==> src/rtl/rst_ctrl.sv <==
// Reset controller: synchronised rstn release, hold counter,
// soft reset requests and a saturating soft reset count.
module rst_ctrl #(
  parameter int SYNC_STAGES = 2,
  parameter int HOLD_CYCLES = 8,
  parameter int CNT_W       = 4
) (
  input  logic       clk,
  input  logic       rstn,
  input  logic       sw_rst_req,
  output logic       rst_out_n,
  output logic       rst_busy,
  output logic       rst_done,
  output logic [7:0] soft_cnt
);

  typedef enum logic [1:0] {
    ASSERT,
    RUN,
    SOFT
  } state_t;

  localparam logic [CNT_W-1:0] LAST =
    CNT_W'(HOLD_CYCLES - 1);

  logic [SYNC_STAGES-1:0] r_sync;
  logic                   w_rstn_s;

  state_t     r_state;
  state_t     w_state_nx;
  logic [CNT_W-1:0] r_cnt;
  logic [CNT_W-1:0] w_cnt_nx;
  logic       r_out_n;
  logic       w_out_n_nx;
  logic       r_done;
  logic       w_done_nx;
  logic [7:0] r_soft_cnt;
  logic [7:0] w_soft_cnt_nx;

  assign w_rstn_s  = r_sync[SYNC_STAGES-1];
  assign rst_out_n = r_out_n;
  assign rst_busy  = ~r_out_n;
  assign rst_done  = r_done;
  assign soft_cnt  = r_soft_cnt;

  // Release synchroniser: clears at once, fills with ones.
  always_ff @(posedge clk or negedge rstn) begin
    if (!rstn) begin
      r_sync <= '0;
    end else begin
      r_sync <= {r_sync[SYNC_STAGES-2:0], 1'b1};
    end
  end

  // State, counter and registered outputs.
  always_ff @(posedge clk or negedge rstn) begin
    if (!rstn) begin
      r_state    <= ASSERT;
      r_cnt      <= '0;
      r_out_n    <= 1'b0;
      r_done     <= 1'b0;
      r_soft_cnt <= 8'd0;
    end else begin
      r_state    <= w_state_nx;
      r_cnt      <= w_cnt_nx;
      r_out_n    <= w_out_n_nx;
      r_done     <= w_done_nx;
      r_soft_cnt <= w_soft_cnt_nx;
    end
  end

  // Next state: hold counting and soft request handling.
  always_comb begin
    w_state_nx    = r_state;
    w_cnt_nx      = r_cnt;
    w_out_n_nx    = r_out_n;
    w_done_nx     = 1'b0;
    w_soft_cnt_nx = r_soft_cnt;
    unique case (r_state)
      ASSERT: begin
        w_out_n_nx = 1'b0;
        if (!w_rstn_s) begin
          w_cnt_nx = '0;
        end else if (r_cnt == LAST) begin
          w_state_nx = RUN;
          w_out_n_nx = 1'b1;
          w_done_nx  = 1'b1;
          w_cnt_nx   = '0;
        end else begin
          w_cnt_nx = r_cnt + 1'b1;
        end
      end
      RUN: begin
        w_out_n_nx = 1'b1;
        if (sw_rst_req) begin
          w_state_nx = SOFT;
          w_out_n_nx = 1'b0;
          w_cnt_nx   = '0;
        end
      end
      SOFT: begin
        w_out_n_nx = 1'b0;
        if (r_cnt == LAST) begin
          w_state_nx = RUN;
          w_out_n_nx = 1'b1;
          w_done_nx  = 1'b1;
          w_cnt_nx   = '0;
          if (r_soft_cnt != 8'hFF) begin
            w_soft_cnt_nx = r_soft_cnt + 8'd1;
          end
        end else begin
          w_cnt_nx = r_cnt + 1'b1;
        end
      end
      default: begin
        w_state_nx = ASSERT;
        w_out_n_nx = 1'b0;
        w_cnt_nx   = '0;
      end
    endcase
  end

endmodule

==> config.mk <==
export PLATFORM = sky130hd
export DESIGN_NAME = rst_ctrl
export DESIGN_NICKNAME = d
export VERILOG_FILES = /design/src/rtl/rst_ctrl.sv
export SDC_FILE = /design/constraint.sdc
export NUM_CORES = 1
export LEC_CHECK = 0
export CORE_UTILIZATION = 54
export DETAILED_ROUTE_END_ITERATION = 10
export PLACE_DENSITY = 0.79
export SLEW_MARGIN = 20
export SYNTH_ARGS = -nofsm -noshare
export SYNTH_HDL_FRONTEND = slang
export SYNTH_SLANG_ARGS = --single-unit
==> constraint.sdc <==
create_clock -name clk -period 3.4 [get_ports clk]
set_clock_uncertainty 0.2 [all_clocks]
set_input_delay 0.68 -clock clk [delete_from_list [all_inputs] [get_ports clk]]
set_output_delay 0.68 -clock clk [all_outputs]
set_load 0.01 [all_outputs]
Yosys cells after proc, flatten, opt, wreduce, memory -nomap -nowiden
Index checks and enable logic that the tools add are counted.
{"block": "totals", "ff_bits": 18, "elab_cells": 31, "output_inout_bits": 11, "inputBits": 3}
{"block": "classes", "bitwise": 1, "n_reduce_logical": 3, "n_eq_ne": 6, "n_mux": 13, "add_sub_neg": 2}
{"operator": "4-bit 2-to-1 mux", "count": 3}
{"operator": "4-bit one-hot mux with 3 select lines", "count": 1}
{"operator": "8-bit by 1-bit adder with 8-bit output, second input constant", "count": 1}
{"operator": "8-bit != test, second input constant", "count": 1}
{"operator": "2-bit 2-to-1 mux", "count": 3}
{"operator": "2-bit one-hot mux with 3 select lines", "count": 1}
{"operator": "4-bit by 1-bit adder with 4-bit output, second input constant", "count": 1}
{"operator": "4-bit by 3-bit equality test with 1-bit output, second input constant", "count": 1}
{"operator": "2-bit != test, second input constant", "count": 2}
{"operator": "1-bit 2-to-1 mux", "count": 3}
{"operator": "1-bit one-hot mux with 3 select lines", "count": 1}
{"operator": "3-bit AND reduction", "count": 1}
{"operator": "2-bit by 1-bit equality test with 1-bit output, second input constant", "count": 1}
{"operator": "2-bit equality test, second input constant", "count": 1}
{"operator": "2-bit logical NOT", "count": 1}
{"operator": "1-bit one-hot mux with 2 select lines", "count": 1}
{"operator": "2-bit AND reduction", "count": 1}
{"operator": "1-bit NOT", "count": 1}

Depth between registers and ports, before layout
Gate-level depths: netlist of the first run.
{"block": "depth", "ltp_word": 4, "depth_mapped": 5, "mapped_depth_nobuf": 5}

Worst setup path after synthesis of the first run
Ideal clock, no wire load.
{"block": "synth_path", "kind": "reg2reg", "start": "reg r_soft_cnt[0] (netlist: soft_cnt[0])", "end": "reg r_soft_cnt[1] (netlist: soft_cnt[1])", "period_less_slack_ps": 1814, "path_stages_with_launch": 5, "t_required_ps": 3075, "setup_time_ps": 125, "setup_slack_ps": 1586, "arrival_time_ps": 1489, "path_buffers": 0, "path_cell_list": "dfrtp_1 ha_1 and3_1 a211oi_2 mux2_2"}
{"block": "synth_via", "elab_chain_cells": 2, "elab_cells_between_ends": 3}
{"element": "start, declared", "line": "37", "text": "logic [7:0] r_soft_cnt;"}
{"element": "start signal, assigned", "line": "68", "text": "r_soft_cnt <= w_soft_cnt_nx;"}
{"element": "parallel branches: the longest is 2 deep, another holds 8-bit by 1-bit adder with 8-bit output"}
Parallel ways; which one is timed is not known.
A chain may end at the register's enable or synchronous reset.

Final worst setup path of the first run
{"block": "layout_path", "start": "reg r_soft_cnt[4] (netlist: soft_cnt[4])", "end": "out soft_cnt[4]"}
{"element": "end, declared", "line": "14", "text": "output logic [7:0] soft_cnt"}
No word-level cell between the ends.

==> flow_metrics.tcl, run 1 <==
set metrics [dict create \
    outcome "finished clean" \
    place.port_buffers 13 \
    drive_above_1_share_pct 14.6 \
    avgSynthCellArea_sq_um 11.6 \
    post_synth_num_cell_types 31 \
    wp_data_required_ns 2.52 \
    antenna-diode-count 0 \
    area_delta_synth_final_pct 21.3 \
    synth_largest_area_cell "sky130_fd_sc_hd__dfrtp_1" \
    dr.first_iter.drc_count 7 \
    period_needed_ns 2.20 \
    max_freq_mhz 454 \
    vdd_ir_drop_max_mv 0.526 \
    die_x_um 41.5 \
    finalHoldViolCount 0 \
    cts_resized 0 \
    max_fanout_on_critical_path 6 \
    routed_wire_per_std_cell_um 13.1 \
    route.vias.total 602 \
    synth_top_flop_cell "sky130_fd_sc_hd__dfrtp_1" \
    clk_root_buffer_cell "sky130_fd_sc_hd__clkbuf_4" \
    synth_warnings 0 \
    number_of_instances_in_the_synthesized_netlist 73 \
    ant_nets 0 \
    cts_hold_buf 0 \
    grtUsageTotal_pct 17.2 \
    grt_pass1_wl_um 2250 \
    synth_fp_nets 78 \
    leading_cell_type_in_the_layout_fill_and_taps_excluded "sky130_fd_sc_hd__dfrtp_1" \
    yosys_reg_bits 18 \
    number_of_enable_flip_flop_cells_after_synthesis 0 \
    timing.final.setup_violations 0 \
    totalNegativeSetupSlack_ns 0 \
    antenna_found_initial 0 \
    hold_path.class "reg -> reg" \
    setup.worst_path.class "reg -> out" \
    cts_post_setup_buffers_inserted 0 \
    die-area_sq_um 1730 \
    synthTopCellsByArea "sky130_fd_sc_hd__dfrtp_1 53%, sky130_fd_sc_hd__o21ai_0 3.6%, sky130_fd_sc_hd__ha_1 3.0%" \
    dp.final_hpwl_um 981 \
    arrival_ns 1.32 \
    worstSetupStartpointType "flip-flop" \
    vias_in_the_first_global_route 505 \
    cts_tree "yes" \
    cap_violations 0 \
    y_dimension_of_the_die_um 41.5 \
    setup_repair_after_global_routing_missed_its_margin "false" \
    post_drt_via_cell_ratio 5.79 \
    tightest_slew_ns 0.775 \
    start_util_pct 61.1 \
    layout_common_cells "18 x sky130_fd_sc_hd__dfrtp_1, 13 x sky130_fd_sc_hd__clkdlybuf4s50_1, 6 x sky130_fd_sc_hd__nor2_1, 6 x sky130_fd_sc_hd__o21ai_0, 5 x sky130_fd_sc_hd__nand3_1" \
    slew_headroom_pct 48.2 \
    dp_cells 100 \
    critical_path.endpoint_type "output port" \
    nFillCells 107 \
    cts-htree-levels 1 \
    maximum_number_of_pins_on_one_net_before_global_route_repair 19 \
    crit_path_cell_trace "clkdlybuf4s50_1" \
    slowest_stage "sky130_fd_sc_hd__clkdlybuf4s50_1" \
    cts.clk_slew.worst_paths_ns 0.10 \
    drt_pre_antenna_iters 4 \
    crit_path_max_incr_delay_ns 0.57 \
    power_density_nw_per_um2 527 \
    final_max_slew_viol_count 0 \
    globalplace.congestion 0.807 \
    remaining_drc_errors 0 \
    critical_path_buf_inv_count 1 \
    clk-insertion-delay-late_ns 0.29 \
    grt_overflow_total 0 \
    final-instance-count-excl-fill 104 \
    cts_inserted_buffers 3 \
    synth_top_area_share_pct 53.3 \
    routed_wirelength_um 1370 \
    post-route-period-util_pct 64.8 \
    numClockSinks 18 \
    synthesis.area_sq_um 845 \
    fp.coreArea_sq_um 1380 \
    leakage_nw 0.475 \
    asyncSetResetFlopFracSynth_pct 100 \
    nNetsFinal 95 \
    row_count 13 \
    proportion_of_synthesized_chip_area_in_sequential_cells_pct 53.3 \
    io_pins 14 \
    cts_max_path_buffers 2 \
    path_delay_family "buffers and inverters" \
]
==> power breakdown <==
part | switching (mW) | internal [mW] | leakage (nW)
Clock | 0.0636 | 0.0652 | 0.0210
Combinational | 0.0546 | 0.0631 | 0.216
Sequential | 0.0448 | 0.249 | 0.237
Total | 0.163 | 0.377 | 0.475
==> registers in the layout, indices dropped and copies added (netlist names) <==
| register | flops |
|---|---|
| r_cnt | 4 |
| rst_done | 1 |
| r_sync | 2 |
| soft_cnt | 8 |
| r_state | 2 |
| rst_out_n | 1 |
==> cells in the mapped netlist (2+ instances only) <==
| master | count |
|---|---|
| sky130_fd_sc_hd__xnor2_1 | 2 |
| sky130_fd_sc_hd__nand2_1 | 4 |
| sky130_fd_sc_hd__o21ai_0 | 6 |
| sky130_fd_sc_hd__xor2_1 | 2 |
| sky130_fd_sc_hd__dfrtp_1 | 18 |
| sky130_fd_sc_hd__nand3b_1 | 2 |
| sky130_fd_sc_hd__a21oi_1 | 2 |
| sky130_fd_sc_hd__ha_1 | 2 |
| sky130_fd_sc_hd__nand3_1 | 5 |
| sky130_fd_sc_hd__nor2_1 | 6 |
| sky130_fd_sc_hd__and3_1 | 2 |
| sky130_fd_sc_hd__or2_2 | 2 |
| sky130_fd_sc_hd__inv_1 | 2 |
==> path summary, 6_finish.rpt <==
check,startpoint,end,slack [ns],cells after the start
setup / recovery,soft_cnt[4]$_DFFE_PN0P_,soft_cnt[4],1.20,1
setup reg to reg,soft_cnt[0]$_DFFE_PN0P_,soft_cnt[1]$_DFFE_PN0P_,1.50,4
hold / removal,r_sync[0]$_DFF_PN0_,r_sync[1]$_DFF_PN0_,0.16,0
max in group asynchronous,rstn,r_cnt[1]$_DFFE_PN0N_,1.88,1
hold reg to reg,r_sync[0]$_DFF_PN0_,r_sync[1]$_DFF_PN0_,0.16,0
min in group asynchronous,rstn,rst_out_n$_DFF_PN0_,0.64,1
==> cell families after synthesis <==
group                    count (synthesis)  share of synthesized area [%]
XOR/XNOR                                 4                           4.15
AND/OR/NAND/NOR                         29                           24.4
flip-flops                              18                           53.3
AO/OA/AOI/OAI                           14                           10.7
buffers and inverters                    3                           1.48
adder cells (fa/ha/maj)                  2                           2.96
other                                    1                          0.444
multiplexers                             2                           2.52
==> metal layers <==
layer  part of all wire [%]  GRT usage (%)
met3                    4.2           5.22
met2                     44           25.6
met1                     50           24.1
met4                    1.0           5.81
met5                      0              0
==> cell type report <==
cell class | count | area, sq um | area share [%]
Inverter | 2 | 7.51 | 0.733
Clock buffer | 4 | 36.3 | 3.54
Timing Repair Buffer | 13 | 130 | 12.7
Tap cell | 15 | 18.8 | 1.83
Multi-Input combinational cell | 52 | 382 | 37.2
Sequential cell | 18 | 450 | 44.0
==> stage by stage <==
step           hold WS, ns  worst slack, ns  area [sq um]  power (mW)  utilization (%)
6_report             0.160             1.20          1020       0.540             74.1
5_1_grt              0.179             1.13          1020       0.576             74.1
4_1_cts              0.165             1.18          1020       0.547             74.1
3_5_place_dp         0.140             1.24           988       0.416             71.5
3_3_place_gp         0.138             1.28           988       0.410             71.5
2_1_floorplan        0.131             1.59           845       0.364                -
Power figures use the tool's default switching activity.
==> run 2: changes to the inputs <==
--- a/config.mk
+++ b/config.mk
@@ -5,9 +5,9 @@
 export SDC_FILE = /design/constraint.sdc
 export NUM_CORES = 1
 export LEC_CHECK = 0
-export CORE_UTILIZATION = 54
+export CORE_UTILIZATION = 50
 export DETAILED_ROUTE_END_ITERATION = 10
-export PLACE_DENSITY = 0.79
+export PLACE_DENSITY = 0.74
 export SLEW_MARGIN = 20
 export SYNTH_ARGS = -nofsm -noshare
 export SYNTH_HDL_FRONTEND = slang
==> constraint.sdc (replaced) <==
create_clock -name clk -period 2.3 [get_ports clk]
set_clock_uncertainty 0.2 [all_clocks]
set_input_delay 0.46 -clock clk [delete_from_list [all_inputs] [get_ports clk]]
set_output_delay 0.46 -clock clk [all_outputs]
set_load 0.01 [all_outputs]
==> run 2 against run 1 <==
Sequential cell count did not move; final cell count grew 2.9%; sequential share of layout area shrank 0.69 points; combinational power up 51%; global-route usage rose by 1.5 points; count of clock-buffer cells in the layout unchanged; largest power group unchanged; highest routed layer unchanged.
==> flow_metrics.tcl, run 2 (same netlist as run 1, synthesis figures left out) <==
set metrics [dict create \
    drive_above_1_share_pct 16.5 \
    max_freq_mhz 501 \
    y_dimension_of_the_die_um 43.1 \
    drt_pre_antenna_iters 4 \
    layout_common_cells "18 x sky130_fd_sc_hd__dfrtp_1, 13 x sky130_fd_sc_hd__clkdlybuf4s50_1, 6 x sky130_fd_sc_hd__nor2_1, 6 x sky130_fd_sc_hd__o21ai_0, 5 x sky130_fd_sc_hd__nand3_1" \
    worstSetupStartpointType "flip-flop" \
    remaining_drc_errors 0 \
    period_needed_ns 2.00 \
    die_x_um 43.1 \
    cts_hold_buf 0 \
    clk_root_buffer_cell "sky130_fd_sc_hd__clkbuf_4" \
    grtUsageMet1_pct 24.9 \
    route.vias.total 605 \
    hold_path.class "reg -> reg" \
    nNetsFinal 97 \
    busiest_layer "met2" \
    area_delta_synth_final_pct 23.3 \
    cts_resized 0 \
    cts_tree "yes" \
    largest_reg_flops 8 \
    grtUsageMet3_pct 5.11 \
    numClockSinks 18 \
    layout_setup_ws_ns 0.303 \
    globalRouteMet2Util_pct 28.1 \
    wp_data_required_ns 1.64 \
    io_pins 14 \
    timing.final.setup_violations 0 \
    setup.worst_path.class "reg -> out" \
    post-route-period-util_pct 86.8 \
    die-area_sq_um 1860 \
    grt_overflow_total 0 \
    totalNegativeSetupSlack_ns 0 \
    path_delay_family "buffers and inverters" \
    start_util_pct 54.8 \
    outcome "finished clean" \
    row_count 14 \
    slowest_stage "sky130_fd_sc_hd__clkdlybuf4s50_1" \
    cts_max_path_buffers 2 \
    dp.final_hpwl_um 1040 \
    dpl_worst_slack_ns 0.423 \
    final_max_slew_viol_count 0 \
    finalHoldViolCount 0 \
    cap_violations 0 \
    dr.first_iter.drc_count 11 \
    cts-htree-levels 1 \
    leakage_nw 0.485 \
    cts_inserted_buffers 3 \
    fp.coreArea_sq_um 1540 \
    maximum_number_of_pins_on_one_net_before_global_route_repair 19 \
    vias_in_the_first_global_route 572 \
    critical_path_buf_inv_count 1 \
    nFillCells 125 \
    multi_input_comb_area_sq_um 382 \
    vdd_ir_drop_max_mv 0.703 \
    max_fanout_on_critical_path 6 \
    ant_nets 0 \
    grt_pass1_wl_um 2490 \
    routed_wirelength_um 1430 \
    power_density_nw_per_um2 772 \
    cts_post_setup_buffers_inserted 0 \
    crit_path_max_incr_delay_ns 0.58 \
    post_drt_via_cell_ratio 5.65 \
    leading_cell_type_in_the_layout_fill_and_taps_excluded "sky130_fd_sc_hd__dfrtp_1" \
    globalplace.congestion 0.764 \
    routed_wire_per_std_cell_um 13.3 \
    sequential_cell_area_sq_um 450 \
    arrival_ns 1.34 \
    cts.clk_slew.worst_paths_ns 0.10 \
    grtUsageTotal_pct 18.7 \
    setup_repair_after_global_routing_missed_its_margin "false" \
    critical_path.endpoint_type "output port" \
    antenna-diode-count 0 \
    clk-insertion-delay-late_ns 0.29 \
    place.port_buffers 13 \
    antenna_found_initial 0 \
    crit_path_cell_trace "clkdlybuf4s50_1" \
]
run 2: changes by cell type in the layout (fill, tap and decap cells not counted):
cell / delta
sky130_fd_sc_hd__buf_4: +2
run 2: report_power, final:
part / total (mW) / internal (mW) / leakage [nW] / switching [mW]
logic: 0.178 / 0.0951 / 0.226 / 0.0828
registers: 0.431 / 0.368 / 0.237 / 0.0634
clock network: 0.195 / 0.0964 / 0.0210 / 0.0984
run 2: worst paths after layout:
kind / startpoint / endpoint / slack [ns] / depth (start not counted)
max in group asynchronous: rstn / r_sync[1]$_DFF_PN0_ / 1.42 / 2
hold reg to reg: r_sync[0]$_DFF_PN0_ / r_sync[1]$_DFF_PN0_ / 0.16 / 0
min in group asynchronous: rstn / soft_cnt[6]$_DFFE_PN0P_ / 0.29 / 2
setup / recovery: soft_cnt[4]$_DFFE_PN0P_ / soft_cnt[4] / 0.30 / 1
hold / removal: r_sync[0]$_DFF_PN0_ / r_sync[1]$_DFF_PN0_ / 0.16 / 0
setup reg to reg: soft_cnt[0]$_DFFE_PN0P_ / soft_cnt[1]$_DFFE_PN0P_ / 0.41 / 4
run 2: cell type report:
cell class,count,area share [%]
Timing Repair Buffer,15,13.9
Inverter,2,0.721
Multi-Input combinational cell,52,36.7
Clock buffer,4,3.49
Tap cell,16,1.92
Sequential cell,18,43.3
run 2: per-stage QoR:
stage / hold slack, ns / util (%) / power [mW] / cells / area [sq um]
finish: 0.163 / 67.5 / 0.804 / 107 / 1040
global route: 0.177 / 67.5 / 0.864 / 107 / 1040
CTS: 0.163 / 67.5 / 0.813 / 107 / 1040
detailed placement: 0.139 / 65.2 / 0.616 / 103 / 1000
global placement: 0.136 / 65.2 / 0.607 / 103 / 1000
floorplan: -0.0356 / - / 0.538 / 73 / 845
run 2: routing by layer:
metal	vias up	share of wire, %
met2	15	45
met1	285	50
li1	301	-
met4	0	1.8
met3	4	3.4
met5	-	0
==> run 3: changes to the inputs <==
--- a/config.mk
+++ b/config.mk
@@ -5,6 +5,7 @@
 export SDC_FILE = /design/constraint.sdc
 export NUM_CORES = 1
 export LEC_CHECK = 0
+export CORE_MARGIN = 3
 export CORE_UTILIZATION = 50
 export DETAILED_ROUTE_END_ITERATION = 10
 export PLACE_DENSITY = 0.74
==> run 3 against run 2 <==
Worst setup slack worse by 0.018 ns; count of clock-buffer cells in the layout unchanged; critical endpoint unchanged; core utilization unchanged.
==> flow_metrics.tcl, run 3 (same netlist as run 1, synthesis figures left out) <==
set metrics [dict create \
    totalNegativeSetupSlack_ns 0 \
    setup_repair_after_global_routing_missed_its_margin "false" \
    cts_hold_buf 0 \
    post_drt_via_cell_ratio 5.75 \
    io_pins 14 \
    die_x_um 47.1 \
    slowest_stage "sky130_fd_sc_hd__clkdlybuf4s50_1" \
    dr.first_iter.drc_count 14 \
    crit_path_cell_trace "clkdlybuf4s50_1" \
    path_delay_family "buffers and inverters" \
    final_max_slew_viol_count 0 \
    layout_common_cells "18 x sky130_fd_sc_hd__dfrtp_1, 13 x sky130_fd_sc_hd__clkdlybuf4s50_1, 6 x sky130_fd_sc_hd__nor2_1, 6 x sky130_fd_sc_hd__o21ai_0, 5 x sky130_fd_sc_hd__nand3_1" \
    vdd_ir_drop_max_mv 0.577 \
    post-layout-total-power_mw 0.808 \
    start_util_pct 54.8 \
    cts_max_path_buffers 2 \
    area_delta_synth_final_pct 23.3 \
    post-route-period-util_pct 87.6 \
    timing.final.setup_violations 0 \
    fp.coreArea_sq_um 1540 \
    dp.final_hpwl_um 1140 \
    cts.clk_slew.worst_paths_ns 0.11 \
    globalplace.congestion 0.751 \
    grt_overflow_total 0 \
    rrSetupSlack_ns 0.39 \
    finalHoldViolCount 0 \
    cts-htree-levels 1 \
    antenna-diode-count 0 \
    outcome "finished clean" \
    max_freq_mhz 496 \
    critical_path_buf_inv_count 1 \
    drt_pre_antenna_iters 4 \
    nNetsFinal 97 \
    clk-insertion-delay-late_ns 0.29 \
    grtUsageTotal_pct 16.2 \
    row_count 14 \
    cts_inserted_buffers 3 \
    place.port_buffers 13 \
    antenna_found_initial 0 \
    ant_nets 0 \
    cts_resized 0 \
    cts_tree "yes" \
    worstSetupStartpointType "flip-flop" \
    critical_path.endpoint_type "output port" \
    grt_pass1_wl_um 2460 \
    largest_reg_flops 8 \
    routed_wire_per_std_cell_um 14.6 \
    hold_path.class "reg -> reg" \
    clk_root_buffer_cell "sky130_fd_sc_hd__clkbuf_4" \
    routed_wirelength_um 1560 \
    route.vias.total 615 \
    crit_path_max_incr_delay_ns 0.58 \
    layout_setup_ws_ns 0.286 \
    y_dimension_of_the_die_um 47.1 \
    wp_data_required_ns 1.64 \
    leading_cell_type_in_the_layout_fill_and_taps_excluded "sky130_fd_sc_hd__dfrtp_1" \
    drive_above_1_share_pct 16.5 \
    arrival_ns 1.35 \
    leakage_nw 0.485 \
    final-instance-count-excl-fill 107 \
    maximum_number_of_pins_on_one_net_before_global_route_repair 19 \
    numClockSinks 18 \
    period_needed_ns 2.01 \
    cts_post_setup_buffers_inserted 0 \
    die-area_sq_um 2220 \
    cap_violations 0 \
    max_fanout_on_critical_path 6 \
    dpl_worst_slack_ns 0.401 \
    vias_in_the_first_global_route 561 \
    remaining_drc_errors 0 \
    dp_cells 103 \
    setup.worst_path.class "reg -> out" \
    power_density_nw_per_um2 776 \
]
## run 3: path summary, 6_finish.rpt
path	from	cells after the start	endpoint
max	soft_cnt[4]$_DFFE_PN0P_	1	soft_cnt[4]
min	r_sync[0]$_DFF_PN0_	0	r_sync[1]$_DFF_PN0_
max reg2reg	soft_cnt[0]$_DFFE_PN0P_	4	soft_cnt[1]$_DFFE_PN0P_
min reg2reg	r_sync[0]$_DFF_PN0_	0	r_sync[1]$_DFF_PN0_
max in group asynchronous	rstn	2	r_sync[0]$_DFF_PN0_
min in group asynchronous	rstn	2	soft_cnt[3]$_DFFE_PN0P_
## run 3: final cells by class
class / instances / area, sq um
tap: 16 / 20.0
clock buffer: 4 / 36.3
fill: 121 / 500
inverter: 2 / 7.51
multi-input combinational: 52 / 382
sequential: 18 / 450
timing repair buffer: 15 / 145
## run 3: layer usage
layer | track usage, % | part of all wire [%]
met1 | 20.5 | 47
met2 | 25.2 | 46
met3 | 3.45 | 4.6
met4 | 9.94 | 2.2
met5 | 0 | 0
## run 3: stage by stage
step	util [%]	instance area, sq um	hold WS [ns]
after floorplan	-	845	-0.0356
after global placement	65.2	1000	0.136
after detailed placement	65.2	1000	0.158
after CTS	67.5	1040	0.180
after global routing	67.5	1040	0.182
final	67.5	1040	0.171
## run 3: power breakdown
| group | internal (mW) | switching (mW) |
|---|---|---|
| combinational | 0.0956 | 0.0836 |
| clock | 0.0964 | 0.0959 |
| sequential | 0.368 | 0.0684 |
